===== config.mk =====
export PLATFORM = sky130hd
export DESIGN_NAME = uart_tx_arbiter
export DESIGN_NICKNAME = d
export VERILOG_FILES = /design/src/rtl/uart_pkg.sv /design/src/rtl/uart_tx_arbiter_rr.sv /design/src/rtl/uart_tx_arbiter.sv
export SDC_FILE = /design/constraint.sdc
export NUM_CORES = 1
export LEC_CHECK = 0
export CORE_UTILIZATION = 47
export CTS_CLUSTER_DIAMETER = 200
export DETAILED_ROUTE_END_ITERATION = 10
export PLACE_DENSITY = 0.86
export SLEW_MARGIN = 10
export SYNTH_ARGS = -nofsm -noshare
export SYNTH_HDL_FRONTEND = slang
export SYNTH_SLANG_ARGS = --single-unit

===== constraint.sdc =====
create_clock -name clk_i -period 6.4 [get_ports clk_i]
set_input_delay 1.28 -clock clk_i [delete_from_list [all_inputs] [get_ports clk_i]]
set_output_delay 1.28 -clock clk_i [all_outputs]
set_load 0.1 [all_outputs]

===== src/rtl/uart_pkg.sv =====
`default_nettype none
// ============================================================================
// Module      : uart_pkg
// Description : Shared types and constants for the UART transmit path.
// Revision    : 1.0 - initial release
// ============================================================================
package uart_pkg;

  typedef logic [7:0] uart_byte_t;

  typedef enum logic [1:0] {
    IDLE      = 2'd0,
    ISSUE     = 2'd1,
    WAIT_BUSY = 2'd2,
    WAIT_DONE = 2'd3
  } uart_arb_state_t;

  localparam int UART_CLK_DIVIDER = 104;

endpackage
`default_nettype wire


===== src/rtl/uart_tx_arbiter_rr.sv =====
`default_nettype none
// ============================================================================
// Module      : rr_arbiter
// Description : Combinational round-robin picker with optional single-owner lock.
// Revision    : 1.0 - initial release
// ============================================================================
module rr_arbiter #(
  parameter int N  = 4,
  parameter int PW = $clog2(N)
) (
  input  logic [N-1:0]  req,
  input  logic [PW-1:0] ptr,
  input  logic          lock_en,
  input  logic [PW-1:0] lock_id,
  output logic [N-1:0]  grant,
  output logic [PW-1:0] grant_idx,
  output logic          grant_valid
);

  logic [N-1:0]  w_cand;
  logic [PW-1:0] w_idx;

  always_comb begin
    w_cand = req;
    if (lock_en) begin
      w_cand = req & (N'(1) << lock_id);
    end
  end

  // Search upward from ptr, wrapping; the first candidate found wins.
  always_comb begin
    w_idx       = '0;
    grant_idx   = '0;
    grant_valid = 1'b0;
    for (int i = 0; i < N; i++) begin
      w_idx = PW'((int'(ptr) + i) % N);
      if (!grant_valid && w_cand[w_idx]) begin
        grant_valid = 1'b1;
        grant_idx   = w_idx;
      end
    end
    grant = grant_valid ? (N'(1) << grant_idx) : '0;
  end

endmodule
`default_nettype wire


===== src/rtl/uart_tx_arbiter.sv =====
`default_nettype none
// ============================================================================
// Module      : uart_tx_arbiter
// Description : Round-robin sharing of one uart_tx among NUM_REQ byte sources.
// Revision    : 1.0 - initial release
// ============================================================================
module uart_tx_arbiter
  import uart_pkg::*;
#(
  parameter int NUM_REQ      = 4,
  parameter int LOCK_PACKETS = 1,
  parameter int BUSY_TIMEOUT = 4
) (
  input  logic                 clk_i,
  input  logic                 reset_i,
  input  logic [NUM_REQ-1:0]   req_valid_i,
  input  logic [8*NUM_REQ-1:0] req_data_i,
  input  logic [NUM_REQ-1:0]   req_last_i,
  output logic [NUM_REQ-1:0]   req_ready_o,
  output logic [NUM_REQ-1:0]   grant_o,
  output logic                 txdata_valid_o,
  output logic [7:0]           txdata_o,
  input  logic                 uart_busy_i,
  output logic                 active_o
);

  localparam int PW = $clog2(NUM_REQ);
  localparam int CW = $clog2(BUSY_TIMEOUT);

  localparam logic [1:0]    c_st_idle      = IDLE;
  localparam logic [1:0]    c_st_issue     = ISSUE;
  localparam logic [1:0]    c_st_wait_busy = WAIT_BUSY;
  localparam logic [1:0]    c_st_wait_done = WAIT_DONE;
  localparam logic [CW-1:0] c_cnt_last     = CW'(BUSY_TIMEOUT - 1);
  localparam logic [PW-1:0] c_ptr_last     = PW'(NUM_REQ - 1);

  logic [1:0]         r_state;
  logic [PW-1:0]      r_ptr;
  logic               r_lock_en;
  logic [PW-1:0]      r_lock_id;
  logic               r_last;
  logic [NUM_REQ-1:0] r_grant;
  uart_byte_t         r_txdata;
  logic [CW-1:0]      r_cnt;

  logic [NUM_REQ-1:0] w_win;
  logic [PW-1:0]      w_win_idx;
  logic               w_win_valid;
  logic               w_accept;
  uart_byte_t         w_win_byte;
  logic               w_win_last;
  logic               w_lock_next;

  rr_arbiter #(
    .N  (NUM_REQ),
    .PW (PW)
  ) u_rr (
    .req         (req_valid_i),
    .ptr         (r_ptr),
    .lock_en     (r_lock_en),
    .lock_id     (r_lock_id),
    .grant       (w_win),
    .grant_idx   (w_win_idx),
    .grant_valid (w_win_valid)
  );

  assign w_accept    = (r_state == c_st_idle) && w_win_valid && !uart_busy_i;
  assign w_win_byte  = req_data_i[{w_win_idx, 3'b000} +: 8];
  assign w_win_last  = req_last_i[w_win_idx];
  assign w_lock_next = (LOCK_PACKETS != 0) && !w_win_last;

  // Ready is gated by reset so that every output reads 0 while reset is held.
  assign req_ready_o    = (w_accept && !reset_i) ? w_win : '0;
  assign grant_o        = r_grant;
  assign txdata_valid_o = (r_state == c_st_issue);
  assign txdata_o       = r_txdata;
  assign active_o       = (r_state != c_st_idle);

  always_ff @(posedge clk_i or posedge reset_i) begin
    if (reset_i) begin
      r_state   <= c_st_idle;
      r_ptr     <= '0;
      r_lock_en <= 1'b0;
      r_lock_id <= '0;
      r_last    <= 1'b0;
      r_grant   <= '0;
      r_txdata  <= '0;
      r_cnt     <= '0;
    end else begin
      case (r_state)
        c_st_idle: begin
          if (w_accept) begin
            r_txdata  <= w_win_byte;
            r_last    <= w_win_last;
            r_grant   <= w_win;
            r_ptr     <= (w_win_idx == c_ptr_last) ? '0 : w_win_idx + PW'(1);
            r_lock_en <= w_lock_next;
            r_lock_id <= w_win_idx;
            r_state   <= c_st_issue;
          end
        end
        c_st_issue: begin
          r_cnt   <= '0;
          r_state <= c_st_wait_busy;
        end
        c_st_wait_busy: begin
          if (uart_busy_i) begin
            r_state <= c_st_wait_done;
          end else if (r_cnt == c_cnt_last) begin
            // uart_tx never went busy: it dropped the strobe, so send it again.
            r_state <= c_st_issue;
          end else begin
            r_cnt <= r_cnt + CW'(1);
          end
        end
        c_st_wait_done: begin
          if (!uart_busy_i) begin
            r_state <= c_st_idle;
            if (!((LOCK_PACKETS != 0) && !r_last)) begin
              r_grant <= '0;
            end
          end
        end
        default: r_state <= c_st_idle;
      endcase
    end
  end

endmodule
`default_nettype wire

==> metrics, run 1 <==
Via density around 5.7; Mapped Area about 0.0016 mm²; PostCTS Resize Cnt 0; Crit Path Category in2out; CP max FO 5; min-delay worst type reg2reg; core outline area around 0.0031 mm²; DR vias approximately 1500; Hold Fails Final Rpt 0; pre-CTS setup slack roughly 1100 ps; post-route insts no fill around 260; Worst Setup Start Kind input port; Layout area overhead 45.3%; P per Cell Area about 600 mW/mm²; CP Data Required Time ~5100 ps; vias in the first global route 1501; hold_buf cts 0; CP Capture Type output port; Finish-stage setup viols 0; clock latency on the worst-skew pair ~320 ps; FFs w/ async S/R, synth between 90% and 100%; placed cell count between 200 and 300; Levels on crit path 9; port buffer count 60; routability cong. ~0.76; commonest non-fill, non-tap cell in the layout clkdlybuf4s50_1; Tcrit/Tclk final around 83%; syn avg cell area 9.98 µm²; crit-path max cell delay between 500 and 600 ps; remaining antenna violation count 0; Core Util, Final 72.9%; register area share after synthesis 35.4%; worst path cell trace clkdlybuf4s50_1 -> or4bb_1 -> o211ai_1 -> a21oi_1 -> o21a_1 -> o22ai_1 -> ha_1 -> nor3b_1 -> buf_12; RSZ-0062 raised after global routing false; Post-synth EDFFs 0; total buffers and inverters traversed by the critical path 2; commonest non-fill, non-tap cells in the layout 56 x clkdlybuf4s50_1, 23 x mux2i_1, 22 x dfrtp_1, 19 x nand2_1, 10 x ha_1; total CTS buffers 3; VDD IR max around 0.36 mV; Max Cap Violations 0; wire length per cell 16.3 µm; root buf cell clkbuf_4; outcome finished clean; Die ar. around 0.0035 mm²; Syn. warnings 0; # diodes 0; worst clock skew about 2.8 ps; Iteration-0 DRC Markers around 100; die height ~60 µm; DRC Markers 0; Clock Sinks 22; Nets 267; final setup TNS 0 ps; top cells by area, synth dfrtp_1 35%, mux2i_1 15%, ha_1 8.0%, o221ai_1 5.1%, nand2_1 4.6%; io pins between 60 and 70; Pleak between 0.001 and 0.0015 µW; Synth cell types 37; Post-CTS Repair Setup Buffers 0; H-tree depth 1; first-pass GRT wire length 6670 µm; crit-path leading delay family compound AO/OA/AOI/OAI gates; reg2reg path depth 8; Initial Util 50.2%; TritonCTS clock tree built; largest net degree at the start of global routing 23; min setup slack post-route roughly 1100 ps; FF+latch count, synth 22; post-DP HPWL 3340 µm; Max-slew headroom approximately a third; WL final 4180 µm; syn_nets approximately 210; GRT Overall Usage 25.2%; row count 20; min cycle time layout 5340 ps; Slew @ Worst Pin just under 1000 ps; global route total overflow 0; deepest clock path buffer count 2; die width roughly 60 µm; Arrival @ worst endpoint ~4100 ps; Syn Inst Count approximately 160; Synth area leader dfrtp_1; Pins Over Slew Limit 0; clock-pin slew on the worst setup and hold paths roughly 130 ps; First-pass DRT Iterations 4; Slowest-stage cell, CP clkdlybuf4s50_1; area share of the largest cell type after synthesis 35.4%; worst hold stages 2; Synth Flop Type dfrtp_1; antenna violations before repair 0; share of post-route cells with drive strength above 1 under 10%; Fmax 187 MHz
power by group:
group	internal (µW)	switching, µW	total [µW]
logic	342	629	971
clock network	34.8	44.6	79.4
registers	202	66.9	268
total	578	741	1320
synthesized netlist by cell type, types with 3 or more instances:
| cell | n |
|---|---|
| a21oi_1 | 5 |
| a22o_1 | 4 |
| clkbuf_1 | 3 |
| dfrtp_1 | 22 |
| ha_1 | 10 |
| inv_1 | 8 |
| mux2i_1 | 23 |
| nand2_1 | 19 |
| nand4b_1 | 3 |
| nor2_1 | 4 |
| nor2b_1 | 4 |
| nor3b_1 | 4 |
| o211ai_1 | 3 |
| o21ai_0 | 7 |
| o221ai_1 | 9 |
kinds of logic (layout without fill, tap and decap cells):
kind of cell | after synthesis | count (layout) | synth area share [%]
buf+inv | 16 | 73 | 4.74
mux | 25 | 25 | 17.0
flops | 22 | 22 | 35.4
compound gates | 39 | 39 | 19.1
simple gates | 44 | 44 | 15.8
fa+ha+maj | 10 | 10 | 8.04
sequential cells by signal (all words and copies together) (netlist names):
signal	count
txdata_o	8
r_lock_en	1
r_ptr	2
r_last	1
r_state	2
r_lock_id	2
grant_o	4
r_cnt	2
through the flow:
stage | power (µW) | hold slack (ps) | cell area [µm²]
after floorplan | 1020 | 451 | 1570
after global placement | 1200 | 466 | 2230
after detailed placement | 1240 | 476 | 2230
after CTS | 1320 | 512 | 2260
after global routing | 1400 | 541 | 2260
final | 1320 | 511 | 2260
layout make-up:
type,instances,area [µm²]
fillers,236,841
repair buffers,61,648
multi-input cells,118,942
inverters,8,30.0
clock buffers,4,36.3
well taps,44,55.1
flip-flops and latches,22,551
worst min-delay path, cell delays in order, from the launching register on:
cell	delay (ps)
dfrtp_1	370
nand2_1	50
o221ai_1	60
worst paths after layout:
kind / from / end / slack (ps)
max: req_valid_i[1] / req_ready_o[0] / 1060
min: txdata_o[3]$_DFFE_PP0P_ / txdata_o[3]$_DFFE_PP0P_ / 510
min in group asynchronous: reset_i / grant_o[2]$_DFFE_PP0P_ / 1580
min reg2reg: txdata_o[3]$_DFFE_PP0P_ / txdata_o[3]$_DFFE_PP0P_ / 510
max reg2reg: r_ptr[0]$_DFFE_PP0P_ / r_last$_DFFE_PP0P_ / 3490
max in group asynchronous: reset_i / r_state[0]$_DFFE_PP0P_ / 4300
metal layers:
| metal | vias up | wire, µm | global-route usage (%) |
|---|---|---|---|
| met4 | 0 | 65 | 6.98 |
| li1 | 699 | - | - |
| met3 | 8 | 189 | 3.71 |
| met1 | 705 | 1690 | 30.5 |
| met2 | 53 | 2240 | 46.1 |
| met5 | - | 0 | 0 |
(Power assumes the default switching activity.)
==> run 2, diff against run 1 <==
CORE_UTILIZATION = 44   (was 47)
PLACE_DENSITY = 0.82   (was 0.86)
clock period = 5.5 ns   (was 6.4 ns; I/O delays follow)
==> run 2 against run 1 <==
Cell count rose by 1.2%. Largest cell class unchanged. Global-route usage fell by 1.8 points. Power rose by 19%. Worst setup slack got worse by 580 ps. Largest power group unchanged. Clock skew barely moved. Clock power rose by 61%. Non-clock buffer count rose by 1.
==> metrics, run 2 (synthesized netlist as in run 1, its figures left out) <==
reg2reg path depth 8 (unchanged); TritonCTS clock tree built; routability cong. 0.797 (+5.5%); remaining antenna violation count 0 (unchanged); WL final 4080 µm (-2.4%); Pleak 0.00105 µW (+1.3%); total CTS buffers 3 (unchanged); min-delay worst type reg2reg; Worst R2R End r_last$_DFFE_PP0P_; CP Capture Type output port; worst clock skew 3.14 ps (+0.350 ps); post-DP HPWL 3210 µm (-3.9%); largest net degree at the start of global routing 23 (unchanged); r2r startpoint r_ptr[0]$_DFFE_PP0P_; flop-to-flop setup slack 2460 ps (-1030 ps); share of post-route cells with drive strength above 1 8.88% (+1.4 points); worst hold stages 2 (unchanged); commonest non-fill, non-tap cells in the layout 56 x clkdlybuf4s50_1, 23 x mux2i_1, 22 x dfrtp_1, 19 x nand2_1, 10 x ha_1; P per Cell Area 682 mW/mm² (+17%); VDD IR max 0.503 mV (+39%); crit-path leading delay family buffers and inverters; io pins 61 (unchanged); clock-pin slew on the worst setup and hold paths 130 ps (about the same); root buf cell clkbuf_4; port buffer count 60 (unchanged); Initial Util 46.3% (-3.9 points); final setup TNS 0 ps (unchanged); min cycle time layout roughly 5000 ps; crit-path max cell delay 520 ps (about the same); Area after DPL 0.00225 mm² (+0.90%); outcome finished clean; worst path cell trace clkdlybuf4s50_1 -> or4bb_1 -> o211ai_2 -> nor2b_1 -> mux4_2 -> a21o_1 -> inv_1 -> ha_1 -> nor3b_2 -> buf_12; Finish-stage setup viols 0 (unchanged); HP Start r_cnt[1]$_DFFE_PP0P_; wire length per cell 15.7 µm (-3.5%); die width 61.5 µm (+3.2%); Tcrit/Tclk final 91.4%; DR vias 1453 (-0.82%); Fmax approximately 200 MHz; commonest non-fill, non-tap cell in the layout clkdlybuf4s50_1; clock latency on the worst-skew pair 320 ps (about the same); global route total overflow 0 (unchanged); core outline area 0.00336 mm² (+8.4%); RSZ-0062 raised after global routing false; row count 21 (+5.0%); deepest clock path buffer count 2 (unchanged); Post-CTS Repair Setup Buffers 0 (unchanged); H-tree depth 1 (unchanged); total buffers and inverters traversed by the critical path 3 (+1); Hold Fails Final Rpt 0 (unchanged); Nets 268 (+0.37%); CP Data Required Time 4400 ps (-720 ps); pre-CTS setup slack 486 ps (-643 ps); DRC Markers 0 (unchanged); Crit Path Category in2out; Core Util, Final 68.3% (-4.6 points); Die ar. 0.00378 mm² (+6.6%); Slowest-stage cell, CP clkdlybuf4s50_1; hold_ws 504 ps (-7.66 ps); Max-slew headroom 33.4% (-0.55 points); Pins Over Slew Limit 0 (unchanged); antenna violations before repair 0 (unchanged); Iteration-0 DRC Markers 87 (-16%); Clock Sinks 22 (unchanged); # diodes 0 (unchanged); min setup slack post-route 476 ps (-581 ps); Min-Delay Endpoint r_cnt[1]$_DFFE_PP0P_; Max Cap Violations 0 (unchanged); first-pass GRT wire length 6480 µm (-2.9%); Worst Setup Start Kind input port; CP max FO 10 (+5); die height 61.5 µm (+3.2%); max reg flops 8 (unchanged); vias in the first global route 1406 (-6.3%); Layout area overhead 47.7%; Final Instance Area 0.00230 mm² (+1.6%); Via density 5.59 (-2.0%); GRT Overall Usage 23.4% (-1.8 points); Slew @ Worst Pin 996 ps (+8.17 ps); hold_buf cts 0 (unchanged); Arrival @ worst endpoint 3920 ps (-140 ps); First-pass DRT Iterations 4 (unchanged); fill cell count 274 (+16%); PostCTS Resize Cnt 0 (unchanged)
[run 2: final cells by class]
cell class | count | area [µm²] | area share [%]
timing repair buffer | 62 | 656 | 28.5
multi-input combinational | 118 | 952 | 41.4
sequential | 22 | 551 | 24.0
clock buffer | 3 | 22.5 | 0.980
tap | 46 | 57.6 | 2.50
inverter | 8 | 30.0 | 1.31
clock inverter | 1 | 30.0 | 1.31
[run 2: stage by stage]
step / instances / total power, µW
global placement: 256 / 1400
detailed placement: 256 / 1440
global route: 260 / 1660
finish: 260 / 1570
floorplan: 156 / 1190
CTS: 260 / 1570
[run 2: how the worst max path moves through the flow]
| stage | cells past startpoint | from | to | slack [ps] |
|---|---|---|---|---|
| 4_1_cts | 10 | req_valid_i[0] | req_ready_o[1] | 480 |
| 2_1_floorplan | 9 | req_valid_i[2] | req_ready_o[1] | 340 |
| 3_3_place_gp | 10 | req_valid_i[2] | req_ready_o[3] | 560 |
| 3_5_place_dp | 10 | req_valid_i[2] | req_ready_o[1] | 490 |
| 6_report | 10 | req_valid_i[2] | req_ready_o[3] | 480 |
| 5_1_grt | 10 | req_valid_i[0] | req_ready_o[3] | 310 |
[run 2: where the power goes]
group	switching, µW	internal (µW)	total (µW)	leakage [µW]
clock	54.6	73.7	128	0.0000279
combinational	727	403	1130	0.000747
sequential	74.7	235	309	0.000277
total	857	711	1570	0.00105
[run 2: worst reg2reg max path: stages, from the launching register on]
cell and delay (ps):
dfrtp_1 580, or4bb_1 540, o211ai_1 230, nor2b_1 180, mux4_2 230, a21o_1 390
buf_4 330, mux2i_1 300, o221ai_1 140
[run 2: routing by layer]
layer	part of all wire, %	routed length, µm	up-vias	global-route usage [%]
met2	51	2060	48	38.8
li1	-	-	701	-
met4	1.6	66	0	7.94
met1	43	1760	696	31.1
met5	0	0	-	0
met3	4.8	197	8	3.99
